--- src/rtl/ofm_write_addr_gen_if.sv ---
// Handshake and configuration bundle between the output drain logic and the
// OFM write-address generator. The slave modport is the generator's view.
interface ofm_write_addr_gen_if #(
  parameter int OFM_RAM_SIZE = 259584,
  parameter int MAX_DIM      = 416,
  parameter int MAX_CH_GROUP = 16,
  parameter int MAX_FILTERS  = 1024
);
  localparam int AW = $clog2(OFM_RAM_SIZE);
  localparam int DW = $clog2(MAX_DIM + 1);
  localparam int GW = $clog2(MAX_CH_GROUP + 1);
  localparam int FW = $clog2(MAX_FILTERS + 1);

  logic          start;
  logic [AW-1:0] start_write_addr;
  logic [DW-1:0] ofm_width;
  logic [DW-1:0] ofm_height;
  logic [FW-1:0] num_filters;
  logic [GW-1:0] ch_group_size;
  logic          upsample_mode;
  logic          write;
  logic          addr_ready;
  logic          addr_valid;
  logic [AW-1:0] ofm_addr;
  logic [4:0]    write_ofm_size;
  logic [GW-1:0] ch_idx;
  logic          busy;
  logic          layer_done;
  logic          err_write_busy;

  modport slave (
    input  start, start_write_addr, ofm_width, ofm_height, num_filters,
           ch_group_size, upsample_mode, write, addr_ready,
    output addr_valid, ofm_addr, write_ofm_size, ch_idx, busy, layer_done,
           err_write_busy
  );

  modport master (
    output start, start_write_addr, ofm_width, ofm_height, num_filters,
           ch_group_size, upsample_mode, write, addr_ready,
    input  addr_valid, ofm_addr, write_ofm_size, ch_idx, busy, layer_done,
           err_write_busy
  );
endinterface

--- src/rtl/ofm_write_addr_gen.sv ---
// OFM write-address generator: one (address, burst size, channel) tuple per
// output channel for every tile-row, walking filter group / strip / row / channel.
module ofm_write_addr_gen #(
  parameter int SYSTOLIC_SIZE = 16,
  parameter int OFM_RAM_SIZE  = 259584,
  parameter int MAX_DIM       = 416,
  parameter int MAX_CH_GROUP  = 16,
  parameter int MAX_FILTERS   = 1024
) (
  input  logic                 clk,
  input  logic                 rst_n,
  ofm_write_addr_gen_if.slave  bus
);
  localparam int AW  = $clog2(OFM_RAM_SIZE);
  localparam int DW  = $clog2(MAX_DIM + 1);
  localparam int GW  = $clog2(MAX_CH_GROUP + 1);
  localparam int FW  = $clog2(MAX_FILTERS + 1);
  localparam int DW1 = DW + 1;
  localparam int FW1 = FW + 1;

  typedef enum logic [2:0] {S_IDLE, S_WAIT, S_ISSUE, S_ADVANCE, S_DONE} state_t;

  state_t        state_q;
  logic          valid_q, busy_q, done_q, err_q;
  logic [AW-1:0] addr_q;
  logic [4:0]    size_q;
  logic [GW-1:0] ch_q;

  // Configuration captured at start.
  logic [AW-1:0] base_q, plane_q, row_step_q, strip_step_q;
  logic [DW-1:0] sw_q, sh_q;
  logic [FW-1:0] nf_q;
  logic [GW-1:0] g_q;

  // Loop counters and running address offsets (adders only per cycle).
  logic [DW-1:0] r_q, sc_q;
  logic [FW-1:0] fil_base_q, fil_q;
  logic [AW-1:0] grp_off_q, ch_off_q, strip_off_q, sp_off_q;

  logic [DW-1:0]  remaining;
  logic [4:0]     size_d;
  logic [FW1-1:0] fil_next;
  logic           last_ch, row_wrap, strip_wrap, layer_end, handshake;

  always_comb begin
    // NOTE: every signal gets a default first so no path can infer a latch.
    remaining  = sw_q - sc_q;
    size_d     = remaining[4:0];
    if (remaining >= DW'(SYSTOLIC_SIZE)) size_d = 5'(SYSTOLIC_SIZE);
    last_ch    = ((ch_q + GW'(1)) == g_q) || ((FW1'(fil_q) + FW1'(1)) >= FW1'(nf_q));
    row_wrap   = (DW1'(r_q) + DW1'(1)) >= DW1'(sh_q);
    strip_wrap = (DW1'(sc_q) + DW1'(SYSTOLIC_SIZE)) >= DW1'(sw_q);
    fil_next   = FW1'(fil_base_q) + FW1'(g_q);
    layer_end  = fil_next >= FW1'(nf_q);
    handshake  = valid_q && bus.addr_ready;
  end

  // NOTE: clocked state uses non-blocking (<=) so every register sees pre-edge values.
  always_ff @(posedge clk or negedge rst_n) begin
    if (!rst_n) begin
      state_q      <= S_IDLE;
      valid_q      <= 1'b0;
      busy_q       <= 1'b0;
      done_q       <= 1'b0;
      err_q        <= 1'b0;
      addr_q       <= '0;
      size_q       <= '0;
      ch_q         <= '0;
      base_q       <= '0;
      plane_q      <= '0;
      row_step_q   <= '0;
      strip_step_q <= '0;
      sw_q         <= '0;
      sh_q         <= '0;
      nf_q         <= '0;
      g_q          <= '0;
      r_q          <= '0;
      sc_q         <= '0;
      fil_base_q   <= '0;
      fil_q        <= '0;
      grp_off_q    <= '0;
      ch_off_q     <= '0;
      strip_off_q  <= '0;
      sp_off_q     <= '0;
    end else begin
      done_q <= 1'b0;
      err_q  <= 1'b0;
      if (bus.start) begin
        // start wins over everything, including a simultaneous write
        state_q      <= S_WAIT;
        valid_q      <= 1'b0;
        busy_q       <= 1'b1;
        addr_q       <= '0;
        size_q       <= '0;
        ch_q         <= '0;
        base_q       <= bus.start_write_addr;
        plane_q      <= AW'(bus.ofm_width) * AW'(bus.ofm_height);
        row_step_q   <= bus.upsample_mode ? (AW'(bus.ofm_width) << 1) : AW'(bus.ofm_width);
        strip_step_q <= bus.upsample_mode ? AW'(2 * SYSTOLIC_SIZE) : AW'(SYSTOLIC_SIZE);
        sw_q         <= bus.upsample_mode ? (bus.ofm_width >> 1) : bus.ofm_width;
        sh_q         <= bus.upsample_mode ? (bus.ofm_height >> 1) : bus.ofm_height;
        nf_q         <= bus.num_filters;
        g_q          <= bus.ch_group_size;
        r_q          <= '0;
        sc_q         <= '0;
        fil_base_q   <= '0;
        fil_q        <= '0;
        grp_off_q    <= '0;
        ch_off_q     <= '0;
        strip_off_q  <= '0;
        sp_off_q     <= '0;
      end else begin
        unique case (state_q)
          S_IDLE: ;
          S_WAIT: begin
            if (bus.write) begin
              state_q  <= S_ISSUE;
              valid_q  <= 1'b1;
              addr_q   <= base_q + grp_off_q + sp_off_q;
              ch_off_q <= grp_off_q + plane_q;
              size_q   <= size_d;
              ch_q     <= '0;
              fil_q    <= fil_base_q;
            end
          end
          S_ISSUE: begin
            err_q <= bus.write;
            if (handshake) begin
              if (last_ch) begin
                state_q <= S_ADVANCE;
                valid_q <= 1'b0;
              end else begin
                ch_q     <= ch_q + GW'(1);
                fil_q    <= fil_q + FW'(1);
                addr_q   <= addr_q + plane_q;
                ch_off_q <= ch_off_q + plane_q;
              end
            end
          end
          S_ADVANCE: begin
            err_q   <= bus.write;
            state_q <= S_WAIT;
            if (!row_wrap) begin
              r_q      <= r_q + DW'(1);
              sp_off_q <= sp_off_q + row_step_q;
            end else begin
              r_q <= '0;
              if (!strip_wrap) begin
                sc_q        <= sc_q + DW'(SYSTOLIC_SIZE);
                strip_off_q <= strip_off_q + strip_step_q;
                sp_off_q    <= strip_off_q + strip_step_q;
              end else begin
                sc_q        <= '0;
                strip_off_q <= '0;
                sp_off_q    <= '0;
                fil_base_q  <= fil_next[FW-1:0];
                // after a full group ch_off_q already points at the next group's plane
                grp_off_q   <= ch_off_q;
                if (layer_end) begin
                  state_q <= S_DONE;
                  done_q  <= 1'b1;
                  busy_q  <= 1'b0;
                end
              end
            end
          end
          S_DONE: begin
            err_q   <= bus.write;
            state_q <= S_IDLE;
          end
          default: state_q <= S_IDLE;
        endcase
      end
    end
  end

  assign bus.addr_valid     = valid_q;
  assign bus.ofm_addr       = addr_q;
  assign bus.write_ofm_size = size_q;
  assign bus.ch_idx         = ch_q;
  assign bus.busy           = busy_q;
  assign bus.layer_done     = done_q;
  assign bus.err_write_busy = err_q;
endmodule
--- src/flat_wrapper.sv ---
// flat-port wrapper written by rule: the top's interface ports become plain ports
module ofm_write_addr_gen_flat 
#(
  parameter int SYSTOLIC_SIZE = 16,
  parameter int OFM_RAM_SIZE  = 259584,
  parameter int MAX_DIM       = 416,
  parameter int MAX_CH_GROUP  = 16,
  parameter int MAX_FILTERS   = 1024
)
  (clk, rst_n, bus_start, bus_start_write_addr, bus_ofm_width, bus_ofm_height, bus_num_filters, bus_ch_group_size, bus_upsample_mode, bus_write, bus_addr_ready, bus_addr_valid, bus_ofm_addr, bus_write_ofm_size, bus_ch_idx, bus_busy, bus_layer_done, bus_err_write_busy);
  ofm_write_addr_gen_if #(.OFM_RAM_SIZE(OFM_RAM_SIZE), .MAX_DIM(MAX_DIM), .MAX_CH_GROUP(MAX_CH_GROUP), .MAX_FILTERS(MAX_FILTERS)) bus_i ();
  input  logic clk;
  input  logic rst_n;
  input wire logic [$bits(bus_i.start)-1:0] bus_start;
  input wire logic [$bits(bus_i.start_write_addr)-1:0] bus_start_write_addr;
  input wire logic [$bits(bus_i.ofm_width)-1:0] bus_ofm_width;
  input wire logic [$bits(bus_i.ofm_height)-1:0] bus_ofm_height;
  input wire logic [$bits(bus_i.num_filters)-1:0] bus_num_filters;
  input wire logic [$bits(bus_i.ch_group_size)-1:0] bus_ch_group_size;
  input wire logic [$bits(bus_i.upsample_mode)-1:0] bus_upsample_mode;
  input wire logic [$bits(bus_i.write)-1:0] bus_write;
  input wire logic [$bits(bus_i.addr_ready)-1:0] bus_addr_ready;
  output wire logic [$bits(bus_i.addr_valid)-1:0] bus_addr_valid;
  output wire logic [$bits(bus_i.ofm_addr)-1:0] bus_ofm_addr;
  output wire logic [$bits(bus_i.write_ofm_size)-1:0] bus_write_ofm_size;
  output wire logic [$bits(bus_i.ch_idx)-1:0] bus_ch_idx;
  output wire logic [$bits(bus_i.busy)-1:0] bus_busy;
  output wire logic [$bits(bus_i.layer_done)-1:0] bus_layer_done;
  output wire logic [$bits(bus_i.err_write_busy)-1:0] bus_err_write_busy;
  assign bus_i.start = bus_start;
  assign bus_i.start_write_addr = bus_start_write_addr;
  assign bus_i.ofm_width = bus_ofm_width;
  assign bus_i.ofm_height = bus_ofm_height;
  assign bus_i.num_filters = bus_num_filters;
  assign bus_i.ch_group_size = bus_ch_group_size;
  assign bus_i.upsample_mode = bus_upsample_mode;
  assign bus_i.write = bus_write;
  assign bus_i.addr_ready = bus_addr_ready;
  assign bus_addr_valid = bus_i.addr_valid;
  assign bus_ofm_addr = bus_i.ofm_addr;
  assign bus_write_ofm_size = bus_i.write_ofm_size;
  assign bus_ch_idx = bus_i.ch_idx;
  assign bus_busy = bus_i.busy;
  assign bus_layer_done = bus_i.layer_done;
  assign bus_err_write_busy = bus_i.err_write_busy;
  ofm_write_addr_gen #(.SYSTOLIC_SIZE(SYSTOLIC_SIZE), .OFM_RAM_SIZE(OFM_RAM_SIZE), .MAX_DIM(MAX_DIM), .MAX_CH_GROUP(MAX_CH_GROUP), .MAX_FILTERS(MAX_FILTERS)) u_core (.clk(clk), .rst_n(rst_n), .bus(bus_i));
endmodule
--- config.mk ---
export PLATFORM = sky130hd
export DESIGN_NAME = ofm_write_addr_gen_flat
export DESIGN_NICKNAME = d
export VERILOG_FILES = /design/src/rtl/ofm_write_addr_gen_if.sv /design/src/rtl/ofm_write_addr_gen.sv /design/src/flat_wrapper.sv
export SDC_FILE = /design/constraint.sdc
export NUM_CORES = 1
export LEC_CHECK = 0
export ABC_AREA = 1
export BUFFER_PORTS_ARGS = -buffer_cell sky130_fd_sc_hd__buf_2
export CAP_MARGIN = 20
export CORE_MARGIN = 2
export CORE_UTILIZATION = 35
export CTS_CLUSTER_DIAMETER = 60
export DETAILED_ROUTE_END_ITERATION = 8
export GPL_TIMING_DRIVEN = 0
export PLACE_DENSITY = 0.6
export SLEW_MARGIN = 20
export SYNTH_ARGS = -nofsm -noshare
export SYNTH_HDL_FRONTEND = slang
export SYNTH_SLANG_ARGS = --single-unit
--- constraint.sdc ---
create_clock -name clk -period 3.18 [get_ports clk]
set_input_delay 0 -clock clk [delete_from_list [all_inputs] [get_ports clk]]
set_output_delay 0 -clock clk [all_outputs]
set_load 0.05 [all_outputs]
======== Word level (Yosys, flattened, before mapping) ========
Cells that the tools add are included.
word-level totals
  register bits ........................... 253
  latch bits .............................. 0
  memory bits (writable) .................. 0
  ROM bits ................................ 0
  input bits .............................. 58
  output and inout bits ................... 32
  word-level logic and storage cells ...... 149
  memories ................................ 0
cells by class
  add/sub/neg operators ................... 16
  multipliers ............................. 1
  div/mod/pow operators ................... 0
  magnitude comparators ................... 5
  eq/ne operators ......................... 10
  shifts and indexed selects .............. 0
  muxes and demuxes ....................... 75
  bitwise logic cells ..................... 0
  reduce and logical (&&, ||, !) cells .... 18
operators with widths
  kind                                                             count
  18-bit two-way mux                                               19
  18-bit adder                                                     7
  11-bit two-way mux                                               8
  9-bit two-way mux                                                9
  18-bit case mux with 2 select lines                              2
  5-bit two-way mux                                                8
  12-bit by 11-bit >= comparator with 1-bit output                 2
  11-bit case mux with 2 select lines                              1
  3-bit two-way mux                                                7
  10-bit by 9-bit >= comparator with 1-bit output                  2
  9-bit by 9-bit multiplier with 18-bit output                     1
  1-bit two-way mux                                                16
  4-bit AND reduction                                              4
  11-bit by 1-bit adder with 12-bit output, second input constant  1
  11-bit by 5-bit adder with 12-bit output                         1
  3-bit case mux with 4 select lines                               1
  2-bit nonzero test                                               6
  11-bit by 1-bit adder with 11-bit output, second input constant  1
  9-bit by 1-bit adder with 10-bit output, second input constant   1
  9-bit by 5-bit adder with 10-bit output, second input constant   1
  10-bit two-way mux                                               1
  5-bit case mux with 2 select lines                               1
  9-bit by 1-bit adder with 9-bit output, second input constant    1
  9-bit by 5-bit adder with 9-bit output, second input constant    1
  19 further kinds                                                 23

======== Logic depth before layout (Yosys ltp) ========
  word-level depth ........................ 7
  depth in mapped cells ................... 23
  mapped depth without buffers ............ 23

======== Worst setup path after synthesis ========
OpenSTA, ideal clock, no wires.
  path kind ............................... input to register
  start ................................... input port bus_ofm_width[0]
  end ..................................... register u_core.plane_q[15]
  setup time .............................. 118 ps
  arrival time ............................ 3,844 ps
  data required time ...................... 3,062 ps
  setup slack ............................. -782 ps
  stages on the path ...................... 18
  buffers on the path ..................... 1
  cell sequence ........................... clkbuf_1 nand2_1 fa_1 fa_1 inv_1 fa_1 inv_1 fa_1 inv_1 ha_1 nand2_1 o21bai_1 nand2_1 nand2_1 a21boi_0 or2_2 nand3_1 nand2_1
on the way
  cells in the longest elaborated chain, start to end .. 1
ends and longest elaborated chain
  element                                       line                      RTL
  start: declaration                            flat_wrapper.sv:16        input wire logic [$bits(bus_i.ofm_width)-1:0] bus_ofm_width;
  9-bit by 9-bit multiplier with 18-bit output  ofm_write_addr_gen.sv:97  plane_q <= AW'(bus.ofm_width) * AW'(bus.ofm_height);
  end signal: assignment                        ofm_write_addr_gen.sv:97
  end: declaration                              ofm_write_addr_gen.sv:30  logic [AW-1:0] base_q, plane_q, row_step_q, strip_step_q;
Every way passes these cells.
A chain may end at the register's enable or synchronous reset.

======== Worst setup path after layout ========
  start ................................... input port bus_ofm_height[1]
  end ..................................... register u_core.plane_q[15]
on the way
  cells in the longest elaborated chain, start to end .. 1
ends and longest elaborated chain
  element                                       line                      RTL
  start: declaration                            flat_wrapper.sv:17        input wire logic [$bits(bus_i.ofm_height)-1:0] bus_ofm_height;
  9-bit by 9-bit multiplier with 18-bit output  ofm_write_addr_gen.sv:97
Every way passes these cells.

==> results.txt <==
Status = complete, but fails checks
Violated checks = negative setup slack
Number of port buffers = 82
Cts bufs inserted = 34
Hold worst-path end = u_core.ch_off_q[1]
Pins over their slew limit = 0
LEAKAGE = 0.0116 uW
Reg power frac = 0.251
Grt ovf = 0
Root Driver = clkbuf_16
Switch Pwr = 7790 uW
Vias/cell = 5.10
Async S/R FF share, synth = 1.00
Number of synthesized register bits = 225
Synth cell types = 61
Area growth from synthesis to layout = 21.6%
Pin count of the biggest net entering global routing = 90
Synth warnings = 0
Area of the core = 52400 um2
Filler cell count = 5253
Chip width = 234 um
Internal Power = 8810 uW
Critical Path Sink Type = flop
RSZ-0062 raised after global routing = yes
# DRC = 0
Total Routing Usage GR = 0.233
Sw Ratio = 0.469
Clk pwr share = 0.226
PD cells = 738 nW/um2
CTS Buffer Depth = 3
DRT iter0 DRCs = 1392
Die area = 54700 um2
Gpl congestion = 0.928
Max FO, Critical Path = 6
Req. time, crit path = 3620 ps
Setup-failing EPs final = 1
Layout cells sized above 1 = 0.141
Total power = 16600 uW
Critical Path Start Type = input pin
Post-synth EDFFs = 0
Crit share post-route = 1.00
Clk_lat worst skew = 570 ps
Worst-path clk slew = 60 ps
Crit path kind = input pin to flop
Post-Syn Instances = 2491
Clock sink count = 225
Reg2Reg Depth = 21
Final WL = 62600 um
Final worst setup slack = -12.7 ps
Worst hold path class = input pin to flop
HPWL after DPL = 48900 um
Worst clock skew = 31.1 ps
Hold path depth = 3
Number of global-route vias before repair = 17600
R2R Setup Slk = 100 ps
DRT Pass-1 Iters = 6
Max_cap viols = 0
Post-synthesis sequential area ratio = 0.304
Final nets = 2990
WL per Instance = 18.3 um
Slew HR = 0.347
Tmin final = 3190 ps
Total number of vias = 17500
HP Start = bus_start
FF-to-FF Start = u_core.fil_base_q[0]
Reg-to-Reg End = u_core.state_q[0]
Antenna viol nets, final = 0
First-pass GRT wire length = 97700 um
Fin util = 0.429
CP arrival = 3630 ps
Mapped Nets = 2773
H-tree Lvls = 2
N_diodes = 0
Part of the power in combinational logic = 0.524
Top_reg_cell synth = dfrtp_1
Rows = 84
VDD IR max = 417 uV
Initial Util = 0.353
Synthesized area per cell = 7.42 um2
Fmax = 313 MHz
Syn Std Cell Area = 18500 um2
Initial antenna violation count = 0
Die H = 234 um
Final hold violations = 0
Final Non-Filler Cells = 3420
Worst slew pin tran = 980 ps
# IOs = 90
CTS tree = yes
Post-Place Cells = 3263
-- area by class of cell --
class | instances | area (um2) | area share
plain buffers | 70 | 494 | 0.0220
multi-input cells | 1861 | 11600 | 0.517
inverters | 327 | 1230 | 0.0549
repair buffers | 189 | 1550 | 0.0688
clock buffers | 44 | 918 | 0.0408
flip-flops and latches | 225 | 5630 | 0.250
well taps | 688 | 861 | 0.0383
clock inverters | 16 | 183 | 0.00812
-- how the worst max path moves through the flow --
stage                                 start                  to  cells past startpoint
after floorplan           bus_ofm_height[8]  u_core.plane_q[15]                     20
after global placement                rst_n  u_core.plane_q[17]                      1
after detailed placement   bus_ofm_width[8]  u_core.plane_q[15]                     19
after CTS                  bus_ofm_width[6]  u_core.plane_q[15]                     19
after global routing          u_core.g_q[0]   u_core.state_q[0]                     21
final                     bus_ofm_height[1]  u_core.plane_q[15]                     19
-- flip-flops by register name, summed over array words and instances (netlist names), 11 cells and up --
| register | count |
|---|---|
| u_core.bus.ofm_addr | 18 |
| u_core.grp_off_q | 18 |
| u_core.base_q | 18 |
| u_core.sp_off_q | 18 |
| u_core.strip_off_q | 18 |
| u_core.fil_q | 11 |
| u_core.fil_base_q | 11 |
| u_core.ch_off_q | 18 |
| u_core.nf_q | 11 |
| u_core.plane_q | 18 |
-- through the flow --
stage | cell area [um2] | worst slack, ps | TNS (ps) | hold slack, ps
finish | 22500 | -12.7 | -12.7 | 75.2
global route | 22500 | -101 | -547 | 96.5
CTS | 22200 | -28.8 | -28.8 | 51.3
detailed placement | 20200 | -855 | -7460 | -50.9
global placement | 20100 | -2090 | -469030 | 208
floorplan | 18800 | -327 | -1610 | -296
-- cells in the final DEF, fill, tap and decap left out, types with 7 or more instances in the layout --
cell type / count
inv_2: 21
dlygate4sd3_1: 74
nand3_2: 8
a21o_1: 15
clkbuf_1: 32
nand3_1: 135
a21oi_1: 98
fa_1: 69
nor2_1: 154
o31ai_1: 8
a31oi_1: 11
buf_6: 18
xor2_1: 40
o21ai_1: 40
o211ai_1: 15
buf_8: 10
clkbuf_16: 34
o22ai_1: 12
nand2_1: 769
ha_4: 10
ha_1: 140
nor2_2: 7
o21ai_0: 98
xnor2_1: 23
nand2_2: 40
nor3_1: 16
o221ai_1: 9
dfrtp_1: 224
o21bai_1: 7
nand4_1: 21
inv_1: 303
buf_4: 35
a22oi_1: 8
nand2_4: 10
buf_2: 82
o21ai_2: 33
-- critical path: stages --
cell and delay [ps]:
buf_8 80, buf_8 110, nand2_4 50, fa_1 540
inv_1 50, fa_1 480, fa_1 560, inv_2 40
fa_1 540, inv_2 40, ha_4 300, nand2_2 70
o21bai_4 180, nand2_1 80, nand2_2 100, a21boi_2 60
or2_4 220, nand3_2 50, nand2_1 60
-- timing repair --
| action | CTS | global route |
|---|---|---|
| hold buffers | 73 | 2 |
| setup endpoints to repair | 27 | 76 |
| gates cloned | 1 | 0 |
| hold endpoints to repair | 203 | 3 |
| setup buffers | 9 | 20 |
| pin swaps | 11 | 30 |
| gates resized for setup | 27 | 93 |
-- Yosys cell counts, types with 3 or more instances --
library cell    n  area, um2
nand2_1       789       2960
inv_1         318       1190
dfrtp_1       225       5630
nor2_1        159        597
ha_1          151       1890
nand3_1       137        686
o21ai_0       109        546
a21oi_1       105        526
fa_1           73       1460
clkbuf_1       45        169
xor2_1         41        359
o21ai_1        32        160
o21ai_2        30        263
nand2_2        25        156
xnor2_1        23        201
nand4_1        21        131
nor3_1         20        100
a21o_1         15        113
o211ai_1       15        113
buf_2          12       60.1
o22ai_1        12       75.1
a31oi_1        11       68.8
buf_6           9        101
o221ai_1        9       78.8
o31ai_1         9       67.6
a22oi_1         8       60.1
o21bai_1        8       60.1
buf_1           7       26.3
nand3_2         7       70.1
inv_2           6       22.5
nand2_4         6       67.6
or2_2           6       37.5
nor2_2          5       31.3
nand3b_1        4       30.0
nor2_4          3       33.8
o21a_1          3       22.5
-- kinds of logic (layout without fill, tap and decap cells) --
kind of cell,Yosys count,in the layout,share of synthesized area
compound gates,375,375,0.122
xor+xnor,64,64,0.0303
fa+ha+maj,224,224,0.181
buf+inv,405,646,0.0890
flops,225,225,0.304
mux,1,1,0.000541
other cells,2,2,0.000406
simple gates,1195,1195,0.272
-- metal layers --
metal | vias to the layer above | track usage | part of all wire
li1 | 8432 | - | -
met4 | 0 | 0.0621 | 0.022
met1 | 8373 | 0.315 | 0.45
met3 | 88 | 0.0340 | 0.067
met5 | - | 0 | 0
met2 | 561 | 0.387 | 0.46
-- power groups by stage --
stage | logic, uW | clock network (uW) | registers, uW
2_1_floorplan | 5630 | 0 | 4180
3_3_place_gp | 7860 | 0 | 4180
3_5_place_dp | 7940 | 0 | 4180
4_1_cts | 8220 | 3820 | 4140
5_1_grt | 9690 | 3940 | 4210
6_report | 8690 | 3740 | 4160
Power figures use the tool's default switching activity.
